**src/rtl/uart_pkg.sv**
```systemverilog
// Shared UART constants: register map, STATUS bit positions,
// receiver FSM encoding and frame geometry.
package uart_pkg;

  localparam logic [3:0] UART_ADDR_DATA   = 4'h0;
  localparam logic [3:0] UART_ADDR_STATUS = 4'h2;

  localparam int ST_VALID = 0;
  localparam int ST_FERR  = 1;
  localparam int ST_OVR   = 2;
  localparam int ST_BUSY  = 3;
  localparam int ST_CNT   = 4;

  localparam int DATA_BITS = 8;
  localparam int OVS       = 16;

  typedef enum logic [1:0] {
    RX_IDLE,
    RX_START,
    RX_DATA,
    RX_STOP
  } rx_state_t;

endpackage

```
**src/rtl/peripheral_uart_rx_if.sv**
```systemverilog
// J1 I/O bus bundle for the UART receiver.
// master = CPU side (strobes, addr, d_in), slave = peripheral (d_out).
interface peripheral_uart_rx_if;
  logic [15:0] d_in;
  logic        cs;
  logic [3:0]  addr;
  logic        rd;
  logic        wr;
  logic [15:0] d_out;

  modport master (
    output d_in, cs, addr, rd, wr,
    input  d_out
  );

  modport slave (
    input  d_in, cs, addr, rd, wr,
    output d_out
  );
endinterface

```
**src/rtl/uart_rx_core.sv**
```systemverilog
// Serial front end: 2-FF sync, 16x tick generator, 8N1 FSM, shifter.
// Ports: clk, rst, uart_rx in; byte_strobe, rx_byte, frame_err_strobe, busy out.
module uart_rx_core #(
  parameter int DIV = 27
) (
  input  logic       clk,
  input  logic       rst,
  input  logic       uart_rx,
  output logic       byte_strobe,
  output logic [7:0] rx_byte,
  output logic       frame_err_strobe,
  output logic       busy
);
  import uart_pkg::*;

  localparam int CW = (DIV > 1) ? $clog2(DIV) : 1;
  localparam logic [CW-1:0] DIV_M1 = CW'(DIV - 1);
  localparam logic [3:0] MID  = 4'(OVS / 2 - 1);
  localparam logic [3:0] LAST = 4'(OVS - 1);
  localparam logic [2:0] BMAX = 3'(DATA_BITS - 1);

  logic          s1, s2, line_d;
  rx_state_t     state;
  logic [CW-1:0] cnt;
  logic [3:0]    tcnt;
  logic [2:0]    bcnt;
  logic [7:0]    shreg;
  logic          tick;

  assign tick    = (cnt == DIV_M1);
  assign rx_byte = shreg;

  always_ff @(posedge clk or posedge rst) begin
    if (rst) begin
      s1     <= 1'b1;
      s2     <= 1'b1;
      line_d <= 1'b1;
    end else begin
      s1     <= uart_rx;
      s2     <= s1;
      line_d <= s2;
    end
  end

  always_ff @(posedge clk or posedge rst) begin
    if (rst) begin
      state            <= RX_IDLE;
      cnt              <= '0;
      tcnt             <= '0;
      bcnt             <= '0;
      shreg            <= '0;
      busy             <= 1'b0;
      byte_strobe      <= 1'b0;
      frame_err_strobe <= 1'b0;
    end else begin
      byte_strobe      <= 1'b0;
      frame_err_strobe <= 1'b0;
      if (state == RX_IDLE) cnt <= '0;
      else if (tick)        cnt <= '0;
      else                  cnt <= cnt + 1'b1;
      unique case (state)
        RX_IDLE: begin
          if (line_d && !s2) begin
            state <= RX_START;
            tcnt  <= '0;
            busy  <= 1'b1;
          end
        end
        RX_START: begin
          if (tick) begin
            if (tcnt == MID) begin
              tcnt <= '0;
              bcnt <= '0;
              if (!s2) begin
                state <= RX_DATA;
              end else begin
                state <= RX_IDLE;
                busy  <= 1'b0;
              end
            end else begin
              tcnt <= tcnt + 1'b1;
            end
          end
        end
        RX_DATA: begin
          if (tick) begin
            if (tcnt == LAST) begin
              tcnt  <= '0;
              shreg <= {s2, shreg[7:1]};
              bcnt  <= bcnt + 1'b1;
              if (bcnt == BMAX) state <= RX_STOP;
            end else begin
              tcnt <= tcnt + 1'b1;
            end
          end
        end
        RX_STOP: begin
          if (tick) begin
            if (tcnt == LAST) begin
              tcnt  <= '0;
              state <= RX_IDLE;
              busy  <= 1'b0;
              if (s2) byte_strobe      <= 1'b1;
              else    frame_err_strobe <= 1'b1;
            end else begin
              tcnt <= tcnt + 1'b1;
            end
          end
        end
        default: begin
          state <= RX_IDLE;
          busy  <= 1'b0;
        end
      endcase
    end
  end

endmodule

```
**src/rtl/peripheral_uart_rx.sv**
```systemverilog
// UART receive peripheral: bus decode, holding register/FIFO, status.
// Ports: clk, rst, bus (slave), uart_rx in, rx_irq out. Option: UART_RX_FIFO_EN.
module peripheral_uart_rx #(
  parameter int CLK_FREQ = 50000000,
  parameter int BAUD     = 115200,
  parameter int OVS      = 16,
  parameter int DIV      = CLK_FREQ / (BAUD * OVS)
) (
  input  logic                  clk,
  input  logic                  rst,
  peripheral_uart_rx_if.slave   bus,
  input  logic                  uart_rx,
  output logic                  rx_irq
);
  import uart_pkg::*;

  logic        byte_strobe, ferr_strobe, busy;
  logic [7:0]  rx_byte;
  logic        rd_en, wr_en, pop, clr;
  logic        valid, ovr, ferr, ovr_set;
  logic [2:0]  cnt;
  logic [15:0] rd_data, status;
  logic        unused_din;

  uart_rx_core #(.DIV(DIV)) u_core (
    .clk              (clk),
    .rst              (rst),
    .uart_rx          (uart_rx),
    .byte_strobe      (byte_strobe),
    .rx_byte          (rx_byte),
    .frame_err_strobe (ferr_strobe),
    .busy             (busy)
  );

  // a read on the same edge as a write wins; the write is dropped
  assign rd_en = bus.cs & bus.rd;
  assign wr_en = bus.cs & bus.wr & ~bus.rd;
  assign pop   = rd_en & (bus.addr == UART_ADDR_DATA);
  assign clr   = wr_en & (bus.addr == UART_ADDR_STATUS);
  assign unused_din = ^{bus.d_in[15:3], bus.d_in[0]};

`ifdef UART_RX_FIFO_EN
  logic [7:0] mem [4];
  logic [1:0] rp, wp;
  logic [2:0] count, count_nxt;
  logic       pop_eff, push;

  // a pop on a full FIFO frees the slot for the arriving byte
  assign pop_eff   = pop & (count != 3'd0);
  assign push      = byte_strobe & ((count != 3'd4) | pop_eff);
  assign ovr_set   = byte_strobe & ~push;
  assign count_nxt = count + {2'b00, push} - {2'b00, pop_eff};
  assign rd_data   = (count != 3'd0) ? {8'h00, mem[rp]} : 16'h0000;
  assign cnt       = count;

  always_ff @(posedge clk) begin
    if (push) mem[wp] <= rx_byte;
  end

  always_ff @(posedge clk or posedge rst) begin
    if (rst) begin
      rp    <= '0;
      wp    <= '0;
      count <= '0;
      valid <= 1'b0;
    end else begin
      if (push)    wp <= wp + 1'b1;
      if (pop_eff) rp <= rp + 1'b1;
      count <= count_nxt;
      valid <= (count_nxt != 3'd0);
    end
  end
`else
  logic [7:0] data;

  assign ovr_set = byte_strobe & valid & ~pop;
  assign rd_data = {8'h00, data};
  assign cnt     = 3'd0;

  always_ff @(posedge clk or posedge rst) begin
    if (rst) begin
      data  <= '0;
      valid <= 1'b0;
    end else if (byte_strobe && (!valid || pop)) begin
      data  <= rx_byte;
      valid <= 1'b1;
    end else if (pop) begin
      valid <= 1'b0;
    end
  end
`endif

  assign rx_irq = valid;

  // set has priority over a same-edge write-1-to-clear
  always_ff @(posedge clk or posedge rst) begin
    if (rst) begin
      ovr  <= 1'b0;
      ferr <= 1'b0;
    end else begin
      if (ovr_set)                 ovr  <= 1'b1;
      else if (clr && bus.d_in[2]) ovr  <= 1'b0;
      if (ferr_strobe)             ferr <= 1'b1;
      else if (clr && bus.d_in[1]) ferr <= 1'b0;
    end
  end

  always_comb begin
    status              = '0;
    status[ST_VALID]    = valid;
    status[ST_FERR]     = ferr;
    status[ST_OVR]      = ovr;
    status[ST_BUSY]     = busy;
    status[ST_CNT +: 3] = cnt;
  end

  always_ff @(posedge clk or posedge rst) begin
    if (rst) begin
      bus.d_out <= '0;
    end else if (rd_en) begin
      unique case (1'b1)
        (bus.addr == UART_ADDR_DATA):   bus.d_out <= rd_data;
        (bus.addr == UART_ADDR_STATUS): bus.d_out <= status;
        default:                        bus.d_out <= 16'h0000;
      endcase
    end
  end

endmodule

```
**src/flat_wrapper.sv**
```systemverilog
// flat-port wrapper written by rule: the top's interface ports become plain ports
module peripheral_uart_rx_flat import uart_pkg::*;
#(
  parameter int CLK_FREQ = 50000000,
  parameter int BAUD     = 115200,
  parameter int OVS      = 16,
  parameter int DIV      = CLK_FREQ / (BAUD * OVS)
)
  (clk, rst, uart_rx, rx_irq, bus_d_in, bus_cs, bus_addr, bus_rd, bus_wr, bus_d_out);
  peripheral_uart_rx_if bus_i ();
  input  logic clk;
  input  logic rst;
  input  logic uart_rx;
  output logic rx_irq;
  input wire logic [$bits(bus_i.d_in)-1:0] bus_d_in;
  input wire logic [$bits(bus_i.cs)-1:0] bus_cs;
  input wire logic [$bits(bus_i.addr)-1:0] bus_addr;
  input wire logic [$bits(bus_i.rd)-1:0] bus_rd;
  input wire logic [$bits(bus_i.wr)-1:0] bus_wr;
  output wire logic [$bits(bus_i.d_out)-1:0] bus_d_out;
  assign bus_i.d_in = bus_d_in;
  assign bus_i.cs = bus_cs;
  assign bus_i.addr = bus_addr;
  assign bus_i.rd = bus_rd;
  assign bus_i.wr = bus_wr;
  assign bus_d_out = bus_i.d_out;
  peripheral_uart_rx #(.CLK_FREQ(CLK_FREQ), .BAUD(BAUD), .OVS(OVS), .DIV(DIV)) u_core (.clk(clk), .rst(rst), .bus(bus_i), .uart_rx(uart_rx), .rx_irq(rx_irq));
endmodule
```
**config.mk**
```make
export PLATFORM = sky130hd
export DESIGN_NAME = peripheral_uart_rx_flat
export DESIGN_NICKNAME = d
export VERILOG_FILES = /design/src/rtl/uart_pkg.sv /design/src/rtl/peripheral_uart_rx_if.sv /design/src/rtl/uart_rx_core.sv /design/src/rtl/peripheral_uart_rx.sv /design/src/flat_wrapper.sv
export SDC_FILE = /design/constraint.sdc
export NUM_CORES = 1
export LEC_CHECK = 0
export CAP_MARGIN = 10
export CORE_MARGIN = 4
export CORE_UTILIZATION = 51
export CTS_BUF_LIST = sky130_fd_sc_hd__clkbuf_16
export DETAILED_ROUTE_END_ITERATION = 10
export GPL_TIMING_DRIVEN = 0
export PLACE_DENSITY = 0.79
export REMOVE_ABC_BUFFERS = 1
export SLEW_MARGIN = 20
export SYNTH_ARGS = -nofsm -noshare
export SYNTH_HDL_FRONTEND = slang
export SYNTH_SLANG_ARGS = --single-unit
export TNS_END_PERCENT = 20
```
**constraint.sdc**
```tcl
create_clock -name clk -period 2.3 [get_ports clk]
set_input_delay 0.46 -clock clk [delete_from_list [all_inputs] [get_ports clk]]
set_output_delay 0.46 -clock clk [all_outputs]
set_load 0.02 [all_outputs]
```
After elaboration in Yosys (flattened, before gate mapping) --
Cells that the tools add are included.
Operators by class: add/sub/neg operators 3, equality and inequality tests 18, muxes and demuxes 45, bitwise gates (word level) 9, reductions and logical operators 20
Operators by type and width (count):
- two-way mux 1 bit | 20
- two-way mux 4 bit | 5
- two-way mux 2 bit | 9
- inequality test 2 bit, second input constant | 8
- one-hot mux 8 bit (2 select lines) | 1
- two-way mux 3 bit | 4
- one-hot mux 4 bit (3 select lines) | 1
- two-way mux 5 bit | 2
- one-hot mux 2 bit (4 select lines) | 1
- AND reduction 8 bit | 1
- nonzero test 2 bit | 4
- bitwise AND 1 bit | 7
- AND reduction 7 bit | 1
- one-hot mux 3 bit (2 select lines) | 1
- AND reduction 3 bit | 2
- adder 5 x 1 -> 5 bit, second input constant | 1
- == test 5 bit, second input constant | 1
- AND reduction 5 bit | 1
- adder 4 x 1 -> 4 bit, second input constant | 1
- == test 2 bit, second input constant | 2
- == test 4 x 2 -> 1 bit, second input constant | 1
- == test 4 x 3 -> 1 bit, second input constant | 1
- == test 4 bit, second input constant | 1
- logical AND 1 bit | 4
- 12 further kinds | 15
Storage, ports and cells: bits in registers 55, input port bits 26, word-level logic and storage cells 111

Logic depth before layout (Yosys ltp) --
Gate-level depths: netlist of run 1.
word-level depth 6, mapped depth 8

Modules after synthesis --
From an unflattened synthesis of run 1, not the netlist that was laid out.
Second synthesis, totals: cell total of the unflattened synthesis 186, area, all modules 2218.4 sq um
By module, submodules not included:
- uart_rx_core | instances 1, cells an instance 116, area an instance 1360.1 sq um, sequential area each 704.4 sq um
- peripheral_uart_rx | instances 1, cells an instance 70, area an instance 858.3 sq um, sequential area each 475.5 sq um

Worst setup path before layout of run 1 --
Ideal clock, no wire load.
path kind register -> register, from reg u_core.u_core.cnt[0], to reg u_core.u_core.shreg[0] (netlist: u_core.u_core.rx_byte[0]), arrival time 1.678 ns, slack 0.498 ns, stages on the path, launching flop included 8, path buffers 2, clock period less this slack 1.802 ns, path through dfrtp_1 inv_1 ha_1 and4b_1 clkbuf_1 and4_1 buf_2 mux2_2
Between the ends: cells in the longest elaborated chain, start to end 2
RTL lines:
- from (decl) | line uart_rx_core.sv:24 | logic [CW-1:0] cnt;
- from (signal assigned) | line uart_rx_core.sv:60 | else cnt <= cnt + 1'b1;
- == test 5 bit | line uart_rx_core.sv:30 | assign tick = (cnt == DIV_M1);
- AND reduction 3 bit (no line)
- to (signal assigned) | line uart_rx_core.sv:89 | shreg <= {s2, shreg[7:1]};
- to (decl) | line uart_rx_core.sv:27 | logic [7:0] shreg;
No other way between the ends. A chain may end at the register's enable or synchronous reset.

Worst setup path after layout of run 1 --
from in bus_addr[0], to reg u_core.data[2]
Between the ends: cells in the longest elaborated chain, start to end 4
RTL lines:
- from (decl) | line flat_wrapper.sv:17 | input wire logic [$bits(bus_i.addr)-1:0] bus_addr;
- zero test 4 bit | line peripheral_uart_rx.sv:38 | assign pop = rd_en & (bus.addr == UART_ADDR_DATA);
- bitwise AND 1 bit | line peripheral_uart_rx.sv:38
- logical OR 1 bit | line peripheral_uart_rx.sv:84 | end else if (byte_strobe && (!valid || pop)) begin
- logical AND 1 bit | line peripheral_uart_rx.sv:84
- to (signal assigned) | line peripheral_uart_rx.sv:85 | data <= rx_byte;
- to (decl) | line peripheral_uart_rx.sv:74 | logic [7:0] data;
No other way between the ends.

==> metrics.cfg, run 1 <==
[status]
status = finished clean

[worst_setup_path]
rrSetupSlack_ns = 0.26
cp_data_required_time_ns = 2.47
crit_buf_inv = 1
rr_worst_depth = 5
cp_data_arrival_time_ns = 2.22
cp_slowest_cell = clkdlybuf4s50_1
critPathTopFamily = simple AND/OR/NAND/NOR gates
critical_path_class = in2reg
slowest_delay_ns = 0.44
path_max_fanout = 9
reg2reg_to = u_core.u_core.rx_byte[0]$_DFFE_PP0P_
startpoint_type = primary input
endpoint_kind = flip-flop
r2r-start = u_core.u_core.cnt[0]$_DFF_PP0_
crit_chain = clkdlybuf4s50_1 > or3_4 > nor3_4 > o21ai_4 > mux2_2

[sta]
hold_violations = 0
rsz0062_at_grt = no
tightest_slew_ns = 0.652
fin_worst_hold_slack_ns = 0.354
finalCritPeriodShare = 0.892
period_needed_ns = 2.05
fmax_mhz = 487
fin_worst_skew_ns = 0.00623
slew_headroom = 0.561
timing.setup.tns_ns = 0
setup_slack_ns = 0.247
finalMaxSlewViolations = 0
setup_viol = 0

[pwr]
power.leakage_nw = 1.21
peakVddDrop_mv = 0.537
power.density_mw_per_mm2 = 799

[clock_network]
cts_tree = yes
clock-sinks = 47
cts_buffers = 5
post-cts-setup-buffer-count = 0
cts_buffer_depth = 2
clk_pin_slew_ns = 0.06
clk_latency_ns = 0.29
clockRootBuffer = clkbuf_16
cts_max_level = 2

[route]
drt_wl_total_um = 3900
drcViolationCount = 0
routedWlPerCell_um = 15.6
drt_first_pass_iters = 4
viasPerCell = 5.55
num_vias = 1388
drt_iter0_markers = 67
drtAntennaViolNets = 0

[hold_path]
min_to = u_core.u_core.s2$_DFF_PP1_
worstHoldStart = u_core.u_core.s1$_DFF_PP1_
hold_depth = 0
min_path_type = reg2reg

[cells_and_area]
drive_above_1_share = 0.200
diodes = 0
postLayoutCellArea_mm2 = 0.00253
fillers = 305
instances_no_fill = 250
nets = 230
final_common_cell = dfrtp_1
area_growth_pct = 19.7
mostFrequentLayoutCells = 44 x dfrtp_1, 20 x clkdlybuf4s50_1, 18 x nor2_1

[yosys]
synth-seq-cells = 47
async_flop_share = 1.00
synth-edff-count = 0
avgSynthCellArea_um2 = 11.9
synth_top_family_by_area = simple AND/OR/NAND/NOR gates
ys_seq_area_frac = 0.559
synth_top_area_share = 0.521
synth_xor_area_frac = 0.0166
synthCells = 177
synth_top_cell_by_area = dfrtp_1
synth-adder-area-share = 0.0296
synth_compound_area_frac = 0.113
yosys_most_used_dff = dfrtp_1
synth_area_mm2 = 0.00211
synth-simple-area-share = 0.141
synthMuxAreaShare = 0.0924
ys_warn_count = 0
yosysUniqueCellTypes = 41
synthTopCellsByArea = dfrtp_1 52%, mux2_2 8.5%, dfstp_2 3.7%

[global_route]
grt_pass1_vias = 1397
antenna_found_initial = 0
grt_usage = 0.166
grt.overflow.total = 0
groute.layer.met2.usage = 0.277
use_met1 = 0.202
use_met3 = 0.0471
grt_pass1_wl_um = 6600
grt.busiest_layer = met2
grt_max_degree = 25

[floorplan]
dieHeight_um = 72.4
dieArea_mm2 = 0.00523
core_mm2 = 0.00400
ios = 43
initial_utilization = 0.528
rows = 23
die_x_um = 72.4

[placed_design]
place_congestion = 0.830
dp.cells = 242
dp_hpwl_um = 2790
port_buffers = 20
placed_cell_area_mm2 = 0.00235
dp_slack_ns = -0.206

[run]
cap_viol_max_count = 0

-- worst register-to-register path: stages (launching register included) --
cell and delay [ns]:
dfrtp_1 0.41, inv_1 0.07, ha_1 0.16, and4b_1 0.35, and4_1 0.53, mux2_2 0.40
-- cell families after synthesis --
kind of cell | count (synthesis)
multiplexers | 17
AO/OA/AOI/OAI | 31
AND/OR/NAND/NOR | 54
buffers and inverters | 18
XOR/XNOR | 4
adder cells (fa/ha/maj) | 5
flip-flops | 47
other | 1
-- synthesized netlist by cell type, types with 4 or more instances --
library cell   n
a21oi_1       10
a221o_2        4
a22o_1         5
buf_4          8
clkbuf_1       4
dfrtp_1       44
ha_1           5
inv_1          5
mux2_2        16
nand2_1       10
nor2_1        18
-- sequential cells by signal (all words and copies together) (netlist names), 3 cells and up, named ones only --
| register | count |
|---|---|
| u_core.bus.d_out | 8 |
| u_core.u_core.tcnt | 4 |
| u_core.u_core.bcnt | 3 |
| u_core.u_core.cnt | 5 |
| u_core.data | 8 |
| u_core.u_core.rx_byte | 8 |
-- area by class of cell --
class	count	area, µm²	area share
Clock buffer	5	125	0.0495
Timing Repair Buffer	21	228	0.0901
Sequential cell	47	1180	0.467
Clock inverter	3	47.5	0.0188
Multi-Input combinational cell	119	866	0.343
Tap cell	50	62.6	0.0248
Inverter	5	18.8	0.00743
-- power by group --
part           internal [mW]  switching, mW
registers              0.898         0.0664
logic                  0.109          0.122
clock network          0.518          0.306
total                   1.53          0.495
-- worst max path at each step --
stage                                    from                                    to  slack, ns  cells past startpoint
2_1_floorplan  u_core.u_core.cnt[0]$_DFF_PP0_  u_core.u_core.rx_byte[0]$_DFFE_PP0P_       0.55                      5
3_3_place_gp                      bus_addr[1]                u_core.ovr$_DFFE_PP0P_      -0.12                      5
3_5_place_dp                      bus_addr[1]                u_core.ovr$_DFFE_PP0P_      -0.21                      5
4_1_cts                           bus_addr[1]                u_core.ovr$_DFFE_PP0P_       0.08                      5
5_1_grt        u_core.u_core.cnt[0]$_DFF_PP0_  u_core.u_core.rx_byte[0]$_DFFE_PP0P_       0.14                      5
6_report                          bus_addr[0]            u_core.data[2]$_DFFE_PP0P_       0.25                      5
-- repair_timing --
action,CTS,global route
endpoints found under the setup margin,0,2
hold buffers,0,0
resized for setup,0,1
hold endpoints to repair,0,0
-- through the flow --
stage / power (mW) / util
6_report: 2.02 / 0.632
5_1_grt: 2.13 / 0.632
4_1_cts: 2.04 / 0.630
3_5_place_dp: 1.21 / 0.587
3_3_place_gp: 1.17 / 0.580
2_1_floorplan: 1.13 / -
-- layer usage --
metal	part of all wire	vias up	routed length (µm)
li1	-	656	-
met1	0.42	681	1630
met2	0.50	44	1940
met3	0.064	7	249
met4	0.020	0	78
met5	0	-	0
Note: power is estimated with default switching activity, not from simulation.
==> run 2, diff against run 1 <==
PLACE_DENSITY = default   (was 0.79)
PLACE_DENSITY_LB_ADDON = 0.08   (was default)
==> run 2 against run 1 <==
Power is 7.5% lower. Clock-buffer cell count is the same. Routed wire length shrank 1.6%. Non-clock buffer count did not move. Sequential cell count stayed put. Sequential share of layout area grew 0.73 points. Design area down 1.5%. First-iteration DRC count shrank 34%. Critical path depth is the same. Fmax down 4.9%. Setup slack got worse by 0.11 ns. Die area unchanged.
==> metrics.cfg, run 2 (same netlist as run 1, synthesis figures left out) <==
[floorplan]
core_mm2 = 0.00400  ; unchanged
dieArea_mm2 = 0.00523  ; unchanged
dieHeight_um = 72.4  ; unchanged
die_x_um = 72.4  ; unchanged
ios = 43  ; unchanged
initial_utilization = 0.528  ; unchanged
rows = 23  ; unchanged

[clock_network]
hold_buffers = 0  ; unchanged
cts_max_level = 2  ; unchanged
clockRootBuffer = clkbuf_16  ; unchanged
clk_pin_slew_ns = 0.06  ; about the same
cts_tree = yes  ; unchanged
cts_buffers = 5  ; unchanged
clock-sinks = 47  ; unchanged
cts_buffer_depth = 2  ; unchanged
clk_latency_ns = 0.28  ; was 0.29 ns

[worst_setup_path]
slowest_delay_ns = 0.54  ; was 0.44 ns
r2r-start = u_core.u_core.cnt[0]$_DFF_PP0_  ; unchanged
endpoint_kind = flip-flop  ; unchanged
cp_data_required_time_ns = 2.46  ; was 2.47 ns
path_max_fanout = 14  ; was 9
rr_worst_depth = 5  ; unchanged
crit_buf_inv = 1  ; unchanged
worstSetupStartpoint = bus_rd  ; was bus_addr[0]
cp_data_arrival_time_ns = 2.32  ; was 2.22 ns
crit_chain = clkdlybuf4s50_1 > nand2_1 > nor3_4 > o21ai_4 > mux2_2  ; was clkdlybuf4s50_1 > or3_4 > nor3_4 > o21ai_4 > mux2_2
cp-endpoint = u_core.data[1]$_DFFE_PP0P_  ; was u_core.data[2]$_DFFE_PP0P_
reg2reg_to = u_core.u_core.rx_byte[6]$_DFFE_PP0P_  ; was u_core.u_core.rx_byte[0]$_DFFE_PP0P_
cp.depth = 5  ; unchanged
critPathTopFamily = simple AND/OR/NAND/NOR gates  ; unchanged
critical_path_class = in2reg  ; unchanged
startpoint_type = primary input  ; unchanged
rrSetupSlack_ns = 0.24  ; was 0.26 ns
cp_slowest_cell = nor3_4  ; was clkdlybuf4s50_1

[cells_and_area]
final_common_cell = dfrtp_1  ; unchanged
mostFrequentLayoutCells = 44 x dfrtp_1, 20 x clkdlybuf4s50_1, 18 x nor2_1  ; unchanged
diodes = 0  ; unchanged
postLayoutCellArea_mm2 = 0.00249  ; was 0.00253 mm²
area_growth_pct = 17.8  ; was 19.7%
fillers = 326  ; was 305
nets = 230  ; unchanged
instances_no_fill = 250  ; unchanged
drive_above_1_share = 0.190  ; was 0.200

[sta]
hold_violations = 0  ; unchanged
setup_viol = 0  ; unchanged
rsz0062_at_grt = no  ; unchanged
timing.setup.tns_ns = 0  ; unchanged
fin_worst_skew_ns = 0.00388  ; was 0.00623 ns
fmax_mhz = 463  ; was 487 MHz
finalCritPeriodShare = 0.939  ; was 0.892
slew_headroom = 0.558  ; was 0.561
fin_worst_hold_slack_ns = 0.356  ; was 0.354 ns
tightest_slew_ns = 0.655  ; was 0.652 ns
finalMaxSlewViolations = 0  ; unchanged
period_needed_ns = 2.16  ; was 2.05 ns

[placed_design]
dp_hpwl_um = 2690  ; was 2790 µm
dp.cells = 242  ; unchanged
place_congestion = 0.712  ; was 0.830
placed_cell_area_mm2 = 0.00234  ; was 0.00235 mm²
port_buffers = 20  ; unchanged

[pwr]
clkPwrFrac = 0.365  ; was 0.408
power_frac_comb = 0.121  ; was 0.114
power.density_mw_per_mm2 = 750  ; was 799 mW/mm²
p_sw_uw = 468  ; was 495 µW
total_power_mw = 1.87  ; was 2.02 mW
power.leakage_nw = 1.20  ; was 1.21 nW
swShare = 0.251  ; was 0.245
cell_internal_pwr_mw = 1.40  ; was 1.53 mW
seq_power_share = 0.515  ; was 0.477
peakVddDrop_mv = 0.636  ; was 0.537 mV

[global_route]
grt_usage = 0.166  ; about the same
antenna_found_initial = 0  ; unchanged
grt_pass1_wl_um = 6770  ; was 6600 µm
grt.overflow.total = 0  ; unchanged
grt_pass1_vias = 1425  ; was 1397
grt_max_degree = 36  ; was 25

[route]
drcViolationCount = 0  ; unchanged
drtAntennaViolNets = 0  ; unchanged
drt_iter0_markers = 44  ; was 67
viasPerCell = 5.58  ; was 5.55
routedWlPerCell_um = 15.3  ; was 15.6 µm
num_vias = 1395  ; was 1388
drt_first_pass_iters = 4  ; unchanged
drt_wl_total_um = 3840  ; was 3900 µm

[run]
cap_viol_max_count = 0  ; unchanged

[hold_path]
min_path_type = reg2reg  ; unchanged

[status]
status = finished clean  ; unchanged

==> run 2: per-stage QoR <==
stage           util  worst slack, ns
2_1_floorplan      -            0.546
3_3_place_gp   0.580           -0.143
3_5_place_dp   0.585           -0.172
4_1_cts        0.621            0.119
5_1_grt        0.622           0.0232
6_report       0.622            0.141
==> run 2: how the worst min path moves through the flow <==
stage                                     from                    endpoint  slack (ns)  cells after the start
CTS                 u_core.u_core.s1$_DFF_PP1_  u_core.u_core.s2$_DFF_PP1_        0.36                      0
detailed placement  u_core.u_core.s1$_DFF_PP1_  u_core.u_core.s2$_DFF_PP1_        0.35                      0
global placement    u_core.u_core.s1$_DFF_PP1_  u_core.u_core.s2$_DFF_PP1_        0.35                      0
finish              u_core.u_core.s1$_DFF_PP1_  u_core.u_core.s2$_DFF_PP1_        0.36                      0
global route        u_core.u_core.s1$_DFF_PP1_  u_core.u_core.s2$_DFF_PP1_        0.36                      0
floorplan           u_core.u_core.s1$_DFF_PP1_  u_core.u_core.s2$_DFF_PP1_        0.35                      0
==> run 2: final cells by class <==
| type | instances | area, µm² | area share |
|---|---|---|---|
| well taps | 50 | 62.6 | 0.0251 |
| clock buffers | 5 | 125 | 0.0503 |
| inverters | 5 | 18.8 | 0.00754 |
| flip-flops and latches | 47 | 1180 | 0.474 |
| clock inverters | 3 | 16.3 | 0.00654 |
| repair buffers | 21 | 220 | 0.0885 |
| multi-input cells | 119 | 866 | 0.348 |
==> run 2: repair_timing <==
action / CTS / global route
resized for setup: 0 / 1
setup endpoints to repair: 0 / 2
setup buffers: 0 / 0
==> run 2: layer usage <==
metal  routed length, µm  vias up  global-route usage  part of all wire
met5                   0        -                   0                 0
met4                  14        0              0.0438            0.0036
met3                 215        2              0.0471             0.056
met2                1830       33               0.259              0.48
met1                1780      695               0.227              0.46
li1                    -      665                   -                 -
==> run 2: power groups by stage <==
stage / Clock [mW] / Sequential (mW) / Combinational [mW]
floorplan: 0 / 0.961 / 0.166
global placement: 0 / 0.970 / 0.209
detailed placement: 0 / 0.976 / 0.226
CTS: 0.698 / 0.961 / 0.228
global route: 0.729 / 0.970 / 0.260
finish: 0.681 / 0.961 / 0.225
==> run 3, diff against run 2 <==
CAP_MARGIN = 20   (was 10)
clock period = 2.2 ns   (was 2.3 ns; I/O delays follow)
==> run 3 against run 2 <==
First-iteration DRC count up 20%. Highest routed layer unchanged. Via count fell by 0.36%. Final cell count is the same. Setup slack got worse by 0.037 ns.
==> metrics.cfg, run 3 (same netlist as run 1, synthesis figures left out) <==
[status]
status = finished clean  ; unchanged

[clock_network]
clk_latency_ns = 0.28  ; about the same
cts_tree = yes  ; unchanged
clk_pin_slew_ns = 0.06  ; about the same
clock-sinks = 47  ; unchanged
cts_resized = 0  ; unchanged
cts_buffer_depth = 2  ; unchanged
cts_max_level = 2  ; unchanged
post-cts-setup-buffer-count = 0  ; unchanged
hold_buffers = 0  ; unchanged
clockRootBuffer = clkbuf_16  ; unchanged
cts_buffers = 5  ; unchanged

[placed_design]
dp_hpwl_um = 2690  ; unchanged
dp_slack_ns = -0.252  ; was -0.172 ns
port_buffers = 20  ; unchanged
place_congestion = 0.712  ; unchanged
dp.cells = 242  ; unchanged

[global_route]
use_met1 = 0.227  ; unchanged
grt.busiest_layer = met2  ; unchanged
grt_pass1_vias = 1425  ; unchanged
use_met3 = 0.0471  ; unchanged
grt.overflow.total = 0  ; unchanged
grt_usage = 0.166  ; unchanged
antenna_found_initial = 0  ; unchanged
groute.layer.met2.usage = 0.259  ; unchanged
grt_max_degree = 36  ; unchanged
grt_pass1_wl_um = 6770  ; unchanged

[pwr]
clkPwrFrac = 0.365  ; about the same
cell_internal_pwr_mw = 1.46  ; was 1.40 mW
power_frac_comb = 0.121  ; about the same
p_sw_uw = 490  ; was 468 µW
power.leakage_nw = 1.20  ; about the same
power.density_mw_per_mm2 = 784  ; was 750 mW/mm²
peakVddDrop_mv = 0.665  ; was 0.636 mV
swShare = 0.251  ; about the same
seq_power_share = 0.515  ; about the same
total_power_mw = 1.95  ; was 1.87 mW

[worst_setup_path]
cp_slowest_cell = nor3_4  ; unchanged
crit_chain = clkdlybuf4s50_1 > or3_4 > nor3_4 > o21ai_4 > mux2_2  ; was clkdlybuf4s50_1 > nand2_1 > nor3_4 > o21ai_4 > mux2_2
cp_data_required_time_ns = 2.36  ; was 2.46 ns
endpoint_kind = flip-flop  ; unchanged
cp_data_arrival_time_ns = 2.26  ; was 2.32 ns
path_max_fanout = 9  ; was 14
slowest_delay_ns = 0.46  ; was 0.54 ns
critical_path_class = in2reg  ; unchanged
rrSetupSlack_ns = 0.14  ; was 0.24 ns
startpoint_type = primary input  ; unchanged

[cells_and_area]
final_common_cell = dfrtp_1  ; unchanged
fillers = 327  ; was 326
post-route-util = 0.623  ; was 0.622
instances_no_fill = 250  ; unchanged
area_growth_pct = 18.0  ; was 17.8%
nets = 230  ; unchanged
diodes = 0  ; unchanged
mostFrequentLayoutCells = 44 x dfrtp_1, 20 x clkdlybuf4s50_1, 18 x nor2_1  ; unchanged
drive_above_1_share = 0.195  ; was 0.190

[floorplan]
dieArea_mm2 = 0.00523  ; unchanged
initial_utilization = 0.528  ; unchanged
rows = 23  ; unchanged
core_mm2 = 0.00400  ; unchanged
dieHeight_um = 72.4  ; unchanged
die_x_um = 72.4  ; unchanged
ios = 43  ; unchanged

[route]
num_vias = 1390  ; was 1395
drt_first_pass_iters = 4  ; unchanged
drtAntennaViolNets = 0  ; unchanged
drt_wl_total_um = 3840  ; unchanged
drcViolationCount = 0  ; unchanged
viasPerCell = 5.56  ; was 5.58
drt_iter0_markers = 53  ; was 44
routedWlPerCell_um = 15.3  ; unchanged

[sta]
fin_worst_skew_ns = 0.00404  ; was 0.00388 ns
period_needed_ns = 2.10
rsz0062_at_grt = no  ; unchanged
tightest_slew_ns = 0.655  ; about the same
slew_headroom = 0.559  ; was 0.558
fmax_mhz = 477
hold_violations = 0  ; unchanged
finalCritPeriodShare = 0.953
setup_viol = 0  ; unchanged
setup_slack_ns = 0.104  ; was 0.141 ns
fin_worst_hold_slack_ns = 0.356  ; about the same
finalMaxSlewViolations = 0  ; unchanged

[hold_path]
min_path_type = reg2reg  ; unchanged

[run]
cap_viol_max_count = 0  ; unchanged

run 3: power groups by stage:
| stage | registers [mW] | clock network (mW) | logic [mW] |
|---|---|---|---|
| floorplan | 1.01 | 0 | 0.174 |
| CTS | 1.00 | 0.730 | 0.239 |
| finish | 1.00 | 0.712 | 0.236 |
| detailed placement | 1.02 | 0 | 0.236 |
| global route | 1.01 | 0.763 | 0.273 |
| global placement | 1.01 | 0 | 0.219 |
run 3: area by class of cell:
type,instances,area (µm²),area share
Clock buffer,5,125,0.0502
Clock inverter,3,16.3,0.00653
Inverter,5,18.8,0.00753
Multi-Input combinational cell,119,868,0.349
Sequential cell,47,1180,0.474
Tap cell,50,62.6,0.0251
Timing Repair Buffer,21,220,0.0884
run 3: per-stage QoR:
stage          area, µm²  TNS, ns
3_3_place_gp        2320   -11.23
2_1_floorplan       2060        0
5_1_grt             2490        0
4_1_cts             2480        0
3_5_place_dp        2340    -2.31
6_report            2490        0
run 3: routing by layer:
metal  up-vias  wire length, µm
li1        665                -
met1       692             1780
met2        31             1830
met3         2              213
met4         0               14
met5         -                0
run 3: final timing paths:
kind | startpoint | end | cells after the start
max reg2reg | u_core.u_core.cnt[0]$_DFF_PP0_ | u_core.u_core.rx_byte[6]$_DFFE_PP0P_ | 5
max | bus_addr[0] | u_core.data[1]$_DFFE_PP0P_ | 5
max in group asynchronous | rst | u_core.u_core.line_d$_DFF_PP1_ | 3
min | u_core.u_core.s1$_DFF_PP1_ | u_core.u_core.s2$_DFF_PP1_ | 0
min in group asynchronous | rst | u_core.bus.d_out[2]$_DFFE_PP0N_ | 2
min reg2reg | u_core.u_core.s1$_DFF_PP1_ | u_core.u_core.s2$_DFF_PP1_ | 0
run 3: worst max-delay path: cells and delay by family:
family | cells | cell delay, ns
compound gates | 1 | 0.18
buf+inv | 1 | 0.44
mux | 1 | 0.31
simple gates | 2 | 0.88
